## config.mk

```make
export PLATFORM = sky130hd
export DESIGN_NAME = post_addsub_acc_pipe
export DESIGN_NICKNAME = d
export VERILOG_FILES = /design/src/rtl/post_addsub_acc_pipe.sv
export SDC_FILE = /design/constraint.sdc
export NUM_CORES = 1
export LEC_CHECK = 0
export ABC_AREA = 1
export CAP_MARGIN = 10
export CELL_PAD_IN_SITES_DETAIL_PLACEMENT = 1
export CELL_PAD_IN_SITES_GLOBAL_PLACEMENT = 2
export CORE_ASPECT_RATIO = 1.2
export CORE_MARGIN = 4
export CORE_UTILIZATION = 26
export DETAILED_ROUTE_END_ITERATION = 12
export HOLD_SLACK_MARGIN = 0.05
export PLACE_DENSITY = 0.86
export SLEW_MARGIN = 20
export SYNTH_ARGS = -nofsm -noshare
export SYNTH_HDL_FRONTEND = slang
export SYNTH_SLANG_ARGS = --single-unit
export TNS_END_PERCENT = 20
```

## constraint.sdc

```tcl
create_clock -name clk -period 2.78 [get_ports clk]
set_input_delay 0.556 -clock clk [delete_from_list [all_inputs] [get_ports clk]]
set_output_delay 0.556 -clock clk [all_outputs]
set_load 0.05 [all_outputs]
```

## src/rtl/post_addsub_acc_pipe.sv

```systemverilog
// rtl/post_addsub_acc_pipe.sv - DSP48A1-style post-adder/subtractor with accumulate, P/carry pipelines, valid and sticky overflow
module post_addsub_acc_pipe #(
  parameter int WIDTH       = 48,
  parameter int PDEPTH      = 1,
  parameter int CARRYOUTREG = 1
) (
  input  logic             clk,
  input  logic             rst_n,
  input  logic [WIDTH-1:0] x_in,
  input  logic [WIDTH-1:0] z_in,
  input  logic             cin,
  input  logic             sub,
  input  logic             acc_en,
  input  logic             in_valid,
  input  logic             ce_p,
  input  logic             rst_p,
  input  logic             ce_carry,
  input  logic             rst_carry,
  input  logic             ovf_clr,
  output logic [WIDTH-1:0] P,
  output logic [WIDTH-1:0] PCOUT,
  output logic             CARRYOUT,
  output logic             CARRYOUTF,
  output logic             out_valid,
  output logic             ovf
);

  logic [WIDTH-1:0] w_fb;
  logic [WIDTH-1:0] w_zop;
  logic [WIDTH-1:0] w_r;
  logic [WIDTH:0]   w_sum;
  logic [WIDTH:0]   w_xc;
  logic             w_carry;
  logic             w_v;
  logic             w_set;
  logic             r_ovf;

  assign w_zop = (acc_en && PDEPTH >= 1) ? w_fb : z_in;
  assign w_xc  = {1'b0, x_in} + {{WIDTH{1'b0}}, cin};

  // In WIDTH+1 bits the top bit is the carry for add and the unsigned borrow for subtract.
  always_comb begin
    w_sum = '0;
    if (sub) w_sum = {1'b0, w_zop} - w_xc;
    else     w_sum = {1'b0, w_zop} + w_xc;
  end

  assign w_r     = w_sum[WIDTH-1:0];
  assign w_carry = w_sum[WIDTH];

  always_comb begin
    w_v = 1'b0;
    if (sub) w_v = (w_zop[WIDTH-1] != x_in[WIDTH-1]) && (w_r[WIDTH-1] != w_zop[WIDTH-1]);
    else     w_v = (w_zop[WIDTH-1] == x_in[WIDTH-1]) && (w_r[WIDTH-1] != w_zop[WIDTH-1]);
  end

  generate
    if (PDEPTH == 0) begin : g_comb
      assign w_fb      = '0;
      assign P         = w_r;
      assign out_valid = in_valid;
      assign CARRYOUT  = w_carry;
    end else begin : g_pipe
      logic [WIDTH-1:0]  r_p [PDEPTH];
      logic [PDEPTH-1:0] r_v;

      always_ff @(posedge clk or negedge rst_n) begin
        if (!rst_n) begin
          for (int i = 0; i < PDEPTH; i++) r_p[i] <= '0;
          r_v <= '0;
        end else if (rst_p) begin
          for (int i = 0; i < PDEPTH; i++) r_p[i] <= '0;
          r_v <= '0;
        end else if (ce_p) begin
          r_p[0] <= w_r;
          r_v[0] <= in_valid;
          for (int i = 1; i < PDEPTH; i++) begin
            r_p[i] <= r_p[i-1];
            r_v[i] <= r_v[i-1];
          end
        end
      end

      // Feedback from stage 1 keeps one accumulation per enabled cycle at any depth.
      assign w_fb      = r_p[0];
      assign P         = r_p[PDEPTH-1];
      assign out_valid = r_v[PDEPTH-1];

      if (CARRYOUTREG == 1) begin : g_creg
        logic [PDEPTH-1:0] r_c;

        always_ff @(posedge clk or negedge rst_n) begin
          if (!rst_n) begin
            r_c <= '0;
          end else if (rst_carry) begin
            r_c <= '0;
          end else if (ce_carry) begin
            r_c[0] <= w_carry;
            for (int i = 1; i < PDEPTH; i++) r_c[i] <= r_c[i-1];
          end
        end

        assign CARRYOUT = r_c[PDEPTH-1];
      end else begin : g_ccomb
        assign CARRYOUT = w_carry;
      end
    end
  endgenerate

  assign w_set = ce_p && in_valid && w_v;

  always_ff @(posedge clk or negedge rst_n) begin
    if (!rst_n)       r_ovf <= 1'b0;
    else if (w_set)   r_ovf <= 1'b1;
    else if (ovf_clr) r_ovf <= 1'b0;
  end

  assign PCOUT     = P;
  assign CARRYOUTF = CARRYOUT;
  assign ovf       = r_ovf;

endmodule

```

# Yosys cells after proc, flatten, opt, wreduce, memory -nomap -nowiden

Cells that the tools add are included.
Widths: inputs -> output; s select.

Mux-type cells: 11
Reductions and logical operators: 7
Eq/ne operators: 3
Add/subtract/negate cells: 3

Operators by type and width:

| cell              | number |
|---|---|
| $mux 48           | 3 |
| $add 48x1->49     | 1 |
| $add 48x49->49    | 1 |
| $mux 49           | 1 |
| $sub 48x49->49    | 1 |
| $mux 1            | 7 |
| $reduce_bool 2->1 | 3 |
| $logic_and 1x1->1 | 4 |
| $ne 1x1->1        | 2 |
| $eq 1x1->1        | 1 |

Word-level logic and storage cells: 28
Bits in registers: 51
Input bits: 107

# Longest topological paths before layout

Gate-level depths: netlist (run 1).

Depth after elaboration: 8
Depth in mapped cells: 34
Gate-level depth less buffers: 34

# Worst setup path before layout (run 1)

OpenSTA, ideal clock, no wires.

Path kind: input -> register
From: in x_in[0]
To: reg r_ovf, in the netlist ovf
Path slack: -1.196 ns
Stages on the path: 28
Data arrival time: 3.850 ns
Data required time: 2.654 ns
Library setup time: 0.126 ns
Path through: ha_1 xnor2_1 ha_1 nand2_1 nor2_1 nand3_1 nor2_1 nand2_1 nor2_2 nand2_2 nor2_2 nand2_2 o21ai_4 nand2_1 xor2_1 ha_1 a21oi_1 inv_1 a21oi_1 o21ai_0 a21oi_1 o21ai_0 inv_1 nand2_1 nand2_1 nand2_1 nand3_1 o21ai_0

Cells in the longest elaborated chain, start to end: 8

Ends and longest elaborated chain:

| element                                          | RTL line | source |
|---|---|---|
| from (decl)                                      | 9        | `input logic [WIDTH-1:0] x_in,` |
| $add 48x1->49 (*)                                | 39       | `assign w_xc = {1'b0, x_in} + {{WIDTH{1'b0}}, cin};` |
| $add 48x49->49 or $sub 48x49->49 (tied branches) | 45, 44   |  |
| $mux 49 (*)                                      | 44       | `if (sub) w_sum = {1'b0, w_zop} - w_xc;` |
| $ne 1x1->1 (*)                                   | 53, 54   |  |
| $logic_and 1x1->1 (on tied branches)             | 54, 53   |  |
| $mux 1 (*)                                       | 53       | `if (sub) w_v = (w_zop[WIDTH-1] != x_in[WIDTH-1]) && (w_r[WIDTH-1] != w_zop[WIDTH-1]);` |
| $logic_and 1x1->1 (*)                            | 110      | `assign w_set = ce_p && in_valid && w_v;` |
| $mux 1 or $reduce_bool 2->1 (tied branches)      | n/a      |  |
| to (signal assigned)                             | 113      | `if (!rst_n) r_ovf <= 1'b0;` |
| to (signal assigned)                             | 114      | `else if (w_set) r_ovf <= 1'b1;` |
| to (signal assigned)                             | 115      | `else if (ovf_clr) r_ovf <= 1'b0;` |
| to (decl)                                        | 36       | `logic r_ovf;` |

Mark *: on every way between the ends. The rest lies on a longest branch, timed or not.
A chain may end at the register's enable or synchronous reset.

# Final worst setup path (run 1)

From: in x_in[0]
To: reg g_pipe.r_p (netlist bit P[42])

Cells in the longest elaborated chain, start to end: 5

Ends and longest elaborated chain:

| element                                          | RTL line | source |
|---|---|---|
| $add 48x1->49 (*)                                | 39       |  |
| $add 48x49->49 or $sub 48x49->49 (tied branches) | 45, 44   |  |
| $mux 49 (*)                                      | 44       |  |
| $mux 48 (*)                                      | 74       | `end else if (ce_p) begin` |
| $mux 48 (*)                                      | 71       | `end else if (rst_p) begin` |
| to (signal, indexed assignment)                  | 78       | `r_p[i] <= r_p[i-1];` |
| to (decl)                                        | 64       | `logic [WIDTH-1:0] r_p [PDEPTH];` |

Mark *: on every way between the ends. The rest lies on a longest branch, timed or not. The select of a mux whose other input is x is not followed.

==> results of run 1 <==
path summary, 6_finish.rpt:
check	cells past startpoint	from	to	slack [ps]
hold / removal	1	rst_n	P[6]	250
min in group clk	2	ovf	ovf	560
hold reg to reg	2	ovf	ovf	560
setup / recovery	31	x_in[0]	P[42]	-1890
setup reg to reg	15	P[26]	P[41]	-290
max in group asynchronous	2	rst_n	P[31]	1870
timing repair:
item                       4_1_cts  5_1_grt
gates resized for setup        494      288
setup endpoints to repair       47       47
pin swaps                      145      132
buffers inserted                45       42
gates cloned                     0        0
hold buffers                     0        0
layer usage:
| metal | share of wire, % | vias up | wire length (µm) | GRT usage (%) |
|---|---|---|---|---|
| met5 | 0 | - | 0 | 0 |
| met4 | 6.5 | 0 | 4080 | 9.48 |
| met3 | 5.1 | 257 | 3220 | 2.20 |
| met2 | 51 | 628 | 32100 | 51.1 |
| met1 | 37 | 7318 | 23200 | 31.2 |
| li1 | - | 6675 | - | - |
area by class of cell:
| cell class | instances | area (µm²) |
|---|---|---|
| fill | 4284 | 15700 |
| multi-input combinational | 1283 | 9230 |
| timing repair buffer | 790 | 6550 |
| sequential | 51 | 1280 |
| inverter | 222 | 833 |
| tap | 456 | 571 |
| clock buffer | 6 | 139 |
| clock inverter | 2 | 35.0 |
metrics by stage:
step / cell area (µm²) / TNS (ps) / std cells / hold WS (ps)
4_1_cts: 17200 / -42820 / 2772 / 272
5_1_grt: 18600 / -67250 / 2810 / 298
2_1_floorplan: 9200 / -28190 / 1631 / 260
3_3_place_gp: 15200 / -87990 / 2723 / 505
3_5_place_dp: 15200 / -92880 / 2723 / 542
6_report: 18600 / -59580 / 2810 / 253
power groups by stage:
stage | clock (µW) | combinational (µW) | sequential [µW]
floorplan | 0 | 2470 | 1610
global placement | 0 | 5590 | 1050
detailed placement | 0 | 5710 | 1050
CTS | 821 | 6390 | 1040
global route | 848 | 7840 | 1070
finish | 816 | 7490 | 1050
logic make-up (layout without fill, tap and decap cells):
family                   after synthesis  count (layout)
flip-flops                            51              51
XOR/XNOR                              54              54
buffers and inverters                297            1020
adder cells (fa/ha/maj)               52              52
AND/OR/NAND/NOR                      852             852
AO/OA/AOI/OAI                        325             325
cell usage in the layout (no fill, tap or decap), types with 5 or more instances in the layout:
cell and instances:
nor2_1 108, dfrtp_1 51, a21oi_2 53, buf_4 553, buf_2 7, clkbuf_16 5
ha_4 35, a21oi_1 34, nand4_1 32, nand2_1 343, o21ai_0 73, xor2_4 14
nand2_2 93, xor2_2 15, buf_6 25, clkdlybuf4s50_1 170, inv_2 45, inv_1 176
nor2_4 48, dlygate4sd2_1 19, o21ai_1 40, a31oi_1 6, o22ai_1 20, o21ai_2 37
nor2_2 89, nand3_1 50, nand3_2 13, nand3b_1 17, xor2_1 19, a21oi_4 16
o21ai_4 6, nor3_2 7, nand2_4 27, ha_1 13
registers in the layout, indices dropped and copies added (netlist names):
| name | cells |
|---|---|
| CARRYOUT | 1 |
| P | 48 |
| out_valid | 1 |
| ovf | 1 |
==> out/results.ini, run 1 <==
[yosys]
synth_seq_area_share_pct=14.0
async_flop_share_pct=100
muxShareOfSynthArea_pct=0
synth_edf_count=0
syn_avg_cell_area_um2=5.59
netlist_top_cells_area=nand2_1, dfrtp_1, nor2_1, inv_1, o21ai_0
synth_top_family_by_area=simple AND/OR/NAND/NOR gates
synthSimpleGateAreaFrac_pct=39.4
synth_compound_area_share_pct=19.6
synth_top_area_share_pct=18.6
syn_inst=1631
synthFlopType=dfrtp_1
yosys.area_share.xor_xnor_pct=5.27
netlist_area_um2=9110
synthTopCellsByCount=nand2_1, nor2_1, inv_1, o21ai_0, a21oi_1
yosys.area.top_type=nand2_1
ys_types=46
yosys_warnings=0
yosysMostFrequentCell=nand2_1
synth_fa_ha_area_share_pct=7.22
ys_ff_latch=51
synth_nets=1790

[timing]
max-slew-margin-rel_pct=50.7
timing.fmax_mhz=214
slew_viol_final=0
worst_clock_skew_ps=21.2
tightest_slew_ps=732
timing.final.crit_share_pct=168
finalSetupViolCount=45
fin_ws_ps=-1890
hold_viol=0
min_period_ps=4670
rsz0062_at_grt=yes

[floorplan]
die_w_um=179
dieHeight_um=213
pin_count=207
start_util_pct=26.5
row_count=74
coreArea_um2=34400
dieArea_um2=38100

[finish]
diodes=0
fin_nets=2512
drive_gt1_share_pct=48.8
area_growth_pct=105
final_core_util_pct=54.3

[routing]
dr.pass1.iters=7
wire_per_inst_um=22.3
num_vias=14878
viasPerCell=5.29
drc=0
ant_nets=0
drt_first_iter_violations=857
wirelength_um=62600

[power]
vdd_drop_max_v=0.000291
leakagePower_uw=0.00857
pwr-share-comb_pct=80.1
p_sw_uw=4900
seqPwrFrac_pct=11.2
cellPowerDensity_nw_per_um2=502
total_power_uw=9360
swShare_pct=52.4
p_int_uw=4450
p_clk_share_pct=8.7

[cts]
cts.sinks=51
cts_buffers=5
clk-insertion-delay-late_ps=340
htreeDepth=2
clk_pin_slew_ps=90
cts_tree=done
clockRootBuffer=clkbuf_16
cts.path.max_buffers=2

[placement]
gp_congestion=0.962
port_buffers=206
post-place-ws_ps=-2580
hpwlAfterDp_um=40400

[critical_path]
startpoint_type=primary input
crit_fanout=9
cp_slowest_cell=ha_2
critical_path_buf_inv_count=7
path_class=in2reg
path_common_cell=nand2_1
crit_family=simple AND/OR/NAND/NOR gates
critPathArrivalTime_ps=4880
endpoint_kind=flop
cp_data_required_time_ps=2990
cpPeakStageDelay_ps=330

[hold_path]
hold_class=in2async

[grt]
antenna_found_initial=0
gr-total-overflow=0
grt_pass1_wl_um=80900
track_usage_pct=26.9
grt_max_degree=34
grt_pass1_vias=15235

[run_status]
violations=setup timing
outcome=complete, but fails checks

[job]
maxCapViolCount=0

Note: power is estimated with default switching activity, not from simulation.
==> inputs of run 2 (changes only) <==
--- a/config.mk
+++ b/config.mk
@@ -15,6 +15,7 @@
 export DETAILED_ROUTE_END_ITERATION = 12
 export HOLD_SLACK_MARGIN = 0.05
 export PLACE_DENSITY = 0.86
+export SKIP_LAST_GASP = 1
 export SLEW_MARGIN = 20
 export SYNTH_ARGS = -nofsm -noshare
 export SYNTH_HDL_FRONTEND = slang
==> run 2 against run 1 <==
The run still ends with setup timing left. Hold slack gained 0.90 ps. Sequential power is essentially flat. Combinational power shrank 10%. Largest cell class unchanged. Register-to-register slack lost 80 ps.
==> out/results.ini, run 2 (same netlist as run 1, synthesis figures left out) <==
[critical_path]
crit_fanout=5
endpoint_kind=flop
startpoint_type=primary input
critPathArrivalTime_ps=4730
cp_slowest_cell=a31oi_1
cpPeakStageDelay_ps=290
rrSetupSlack_ps=-370
r2r-start=P[4]
cp_data_required_time_ps=3060
startpoint=x_in[0]
path_class=in2reg

[grt]
grt_pass1_vias=15115
antenna_found_initial=0
gr-total-overflow=0
grt_max_degree=34
track_usage_pct=26.4
grt_pass1_wl_um=79300

[timing]
timing.fmax_mhz=224
fin_ws_ps=-1680
finalSetupViolCount=47
worst_clock_skew_ps=18.5
slew_viol_final=0
tightest_slew_ps=670
finalSetupTns_ps=-57170
hold_viol=0
timing.final.crit_share_pct=160
min_period_ps=4460
max-slew-margin-rel_pct=54.9
rsz0062_at_grt=yes

[cts]
cts_buffers=5
clk_pin_slew_ps=90
clk-insertion-delay-late_ps=330
cts_tree=done
cts.path.max_buffers=2
clockRootBuffer=clkbuf_16
htreeDepth=2
cts.sinks=51

[floorplan]
dieHeight_um=213
coreArea_um2=34400
start_util_pct=26.5
pin_count=207
row_count=74
dieArea_um2=38100
die_w_um=179

[finish]
layout_common_cells=buf_4, nand2_1, inv_1
final_common_cell=buf_4
fin_nets=2497
area_growth_pct=93.5
drive_gt1_share_pct=41.7
largest_reg_flops=48
diodes=0
fin_cells=2795

[placement]
port_buffers=206
hpwlAfterDp_um=40400
gp_congestion=0.962
dp.cells=2723

[power]
vdd_drop_max_v=0.000271
cellPowerDensity_nw_per_um2=487
leakagePower_uw=0.00834

[routing]
ant_nets=0
num_vias=14104
wire_per_inst_um=19.6
viasPerCell=5.05
drc=0
wirelength_um=54800
drt_first_iter_violations=662
dr.pass1.iters=7

[run_status]
outcome=complete, but fails checks
violations=setup timing

[job]
maxCapViolCount=0

[hold_path]
hold_class=in2async

-- run 2: critical path: cells and delay by family --
| kind | cells | cell delay [ps] |
|---|---|---|
| compound gates | 9 | 1280 |
| xor+xnor | 2 | 300 |
| fa+ha+maj | 2 | 390 |
| buf+inv | 6 | 760 |
| simple gates | 10 | 1420 |
-- run 2: what timing repair did --
| item | in CTS | in global routing |
|---|---|---|
| pin swaps | 137 | 67 |
| gates resized for setup | 433 | 103 |
| setup endpoints to repair | 47 | 47 |
| hold buffers | 0 | 0 |
| setup buffers | 45 | 23 |
-- run 2: per-stage QoR --
step / instance area (µm²) / util [%] / total power, µW / setup slack (ps) / hold slack [ps]
floorplan: 9200 / - / 4080 / -1040 / 260
global placement: 15200 / 44.2 / 6630 / -2410 / 505
detailed placement: 15200 / 44.2 / 6760 / -2580 / 542
CTS: 17000 / 49.6 / 8130 / -1260 / 272
global route: 17600 / 51.3 / 9040 / -1940 / 303
finish: 17600 / 51.3 / 8580 / -1680 / 254
-- run 2: power by group --
part | switching [µW] | leakage [µW] | internal (µW) | total (µW)
Clock | 355 | 0.0000868 | 451 | 805
Combinational | 3900 | 0.00760 | 2840 | 6730
Sequential | 139 | 0.000657 | 903 | 1040
-- run 2: routing by layer --
| metal | wire (µm) | GRT usage (%) | vias up | part of all wire (%) |
|---|---|---|---|---|
| met4 | 2380 | 10.5 | 0 | 4.3 |
| met3 | 2230 | 2.30 | 130 | 4.1 |
| met5 | 0 | 0 | - | 0 |
| met1 | 21600 | 30.7 | 6900 | 40 |
| met2 | 28500 | 49.4 | 434 | 52 |
| li1 | - | - | 6640 | - |
-- run 2: path summary, 6_finish.rpt --
kind                       endpoint  depth (start not counted)
max reg2reg                   P[45]                         16
min                            P[7]                          1
max in group asynchronous     P[31]                          2
min in group clk                ovf                          2
min reg2reg                     ovf                          2
max                           P[46]                         29
-- run 2: area by class of cell --
class | instances | area, µm²
clock buffers | 6 | 139
clock inverters | 2 | 35.0
fillers | 4405 | 16700
inverters | 222 | 833
multi-input cells | 1283 | 8370
flip-flops and latches | 51 | 1280
well taps | 456 | 571
repair buffers | 775 | 6400
==> inputs of run 3 (changes only) <==
--- a/config.mk
+++ b/config.mk
@@ -10,7 +10,7 @@
 export CELL_PAD_IN_SITES_DETAIL_PLACEMENT = 1
 export CELL_PAD_IN_SITES_GLOBAL_PLACEMENT = 2
 export CORE_ASPECT_RATIO = 1.2
-export CORE_MARGIN = 4
+export CORE_MARGIN = 3
 export CORE_UTILIZATION = 26
 export DETAILED_ROUTE_END_ITERATION = 12
 export HOLD_SLACK_MARGIN = 0.05
==> run 3 against run 2 <==
The flow still finishes with violations (setup timing). Final area fell by 1.9%. Clock skew is 6.0 ps lower. Power is 4.3% lower. Largest cell class unchanged. Largest power group unchanged. Hold slack lost 5.3 ps. Clock power shrank 6.1%.
==> out/results.ini, run 3 (same netlist as run 1, synthesis figures left out) <==
[finish]
diodes=0
design_area_um2=17300
area_growth_pct=89.9
fillCellCount=4405
layout_common_cells=buf_4, nand2_1, inv_1
area.sequential_um2=1280
largest_reg_flops=48
fin_nets=2489
final_common_cell=buf_4
multiInputGateArea_um2=8100
fin_cells=2786
drive_gt1_share_pct=39.8
final_core_util_pct=50.5

[grt]
grt_use_met2_pct=49.4
grt_max_degree=52
grt_pass1_wl_um=77600
met1_usage_pct=30.2
grt_util_met3_pct=1.83
busiest_layer=met2
gr-total-overflow=0
grt_pass1_vias=14849
antenna_found_initial=0
track_usage_pct=26.0

[routing]
drt_first_iter_violations=597
ant_nets=0
viasPerCell=4.98
wire_per_inst_um=19.2
dr.pass1.iters=5
num_vias=13874
wirelength_um=53600
drc=0

[placement]
gp_congestion=0.937
dp.cells=2716
port_buffers=206
hpwlAfterDp_um=39700
post_dp_cell_area_um2=15100

[critical_path]
rrSetupSlack_ps=-310
path_class=in2reg
cp_slowest_cell=a31oi_2
path_common_cell=nand2_4
critPathArrivalTime_ps=4670
cpPeakStageDelay_ps=220
startpoint_type=primary input
cp_data_required_time_ps=2980
crit_fanout=5
endpoint_kind=flop

[floorplan]
coreArea_um2=34300
die_w_um=177
pin_count=207
dieArea_um2=37300
start_util_pct=26.6
row_count=74
dieHeight_um=211

[timing]
min_period_ps=4470
timing.fmax_mhz=224
worst_clock_skew_ps=12.5
timing.final.crit_share_pct=161
max-slew-margin-rel_pct=59.3
hold_viol=0
rsz0062_at_grt=yes
tightest_slew_ps=609
fin_ws_ps=-1690
slew_viol_final=0
finalSetupViolCount=46

[cts]
cts_buffers=5
cts_tree=done
cts.sinks=51
clk-insertion-delay-late_ps=310
cts.path.max_buffers=2
htreeDepth=2
clockRootBuffer=clkbuf_16
clk_pin_slew_ps=80

[power]
vdd_drop_max_v=0.000268
leakagePower_uw=0.00824
total_power_uw=8210
cellPowerDensity_nw_per_um2=475

[hold_path]
hold_class=in2async

[run_status]
outcome=complete, but fails checks
violations=setup timing

[job]
maxCapViolCount=0

run 3: cell count changes in the layout (fill, tap and decap cells not counted), moves of 3 or more:
cell	change
clkdlybuf4s15_2	+3
nor2_2	-6
a21oi_4	-3
o21ai_2	-3
buf_2	-3
nand2_2	-4
nand2_4	-11
nand2_1	+15
xor2_4	-4
a21oi_1	+5
nor2_1	+6
buf_6	-3
buf_4	-6
run 3: area by class of cell:
type	count	share of cell area (%)
Inverter	222	4.82
Multi-Input combinational cell	1283	46.8
Sequential cell	51	7.38
Clock inverter	1	0.174
Tap cell	456	3.30
Timing Repair Buffer	767	36.8
Clock buffer	6	0.745
run 3: worst paths after layout:
kind | startpoint | end | cells after the start
worst max register to register | P[1] | P[45] | 18
worst max-delay path | x_in[0] | CARRYOUT | 30
min in group clk | ovf | ovf | 2
worst min register to register | ovf | ovf | 2
worst min-delay path | rst_n | P[39] | 2
max in group asynchronous | rst_n | P[12] | 2
run 3: critical path: cells and delay by family:
family	cells	cell delay, ps
AND/OR/NAND/NOR	16	1810
AO/OA/AOI/OAI	6	1190
buffers and inverters	5	560
adder cells (fa/ha/maj)	2	390
XOR/XNOR	1	170
run 3: report_power, final:
part | total [µW] | switching (µW) | internal, µW | leakage [µW]
Clock | 756 | 333 | 423 | 0.0000769
Combinational | 6410 | 3720 | 2690 | 0.00750
Sequential | 1050 | 144 | 903 | 0.000657
Total | 8210 | 4200 | 4020 | 0.00824
run 3: per-layer routing:
layer | vias to the layer above | part of all wire (%)
li1 | 6630 | -
met1 | 6712 | 39
met2 | 397 | 52
met3 | 135 | 3.5
met4 | 0 | 4.7
met5 | - | 0
run 3: metrics by stage:
step	setup TNS, ps	hold WS (ps)	setup slack (ps)
after floorplan	-28190	260	-1040
after global placement	-88160	506	-2410
after detailed placement	-96070	535	-2590
after CTS	-46640	254	-1320
after global routing	-67840	272	-1860
final	-57940	249	-1690
run 3: timing repair:
| action | in CTS | in global routing |
|---|---|---|
| gates resized for setup | 322 | 151 |
| buffers inserted | 45 | 22 |
| pin swaps | 102 | 84 |
| hold buffers | 0 | 0 |
| setup endpoints to repair | 47 | 47 |
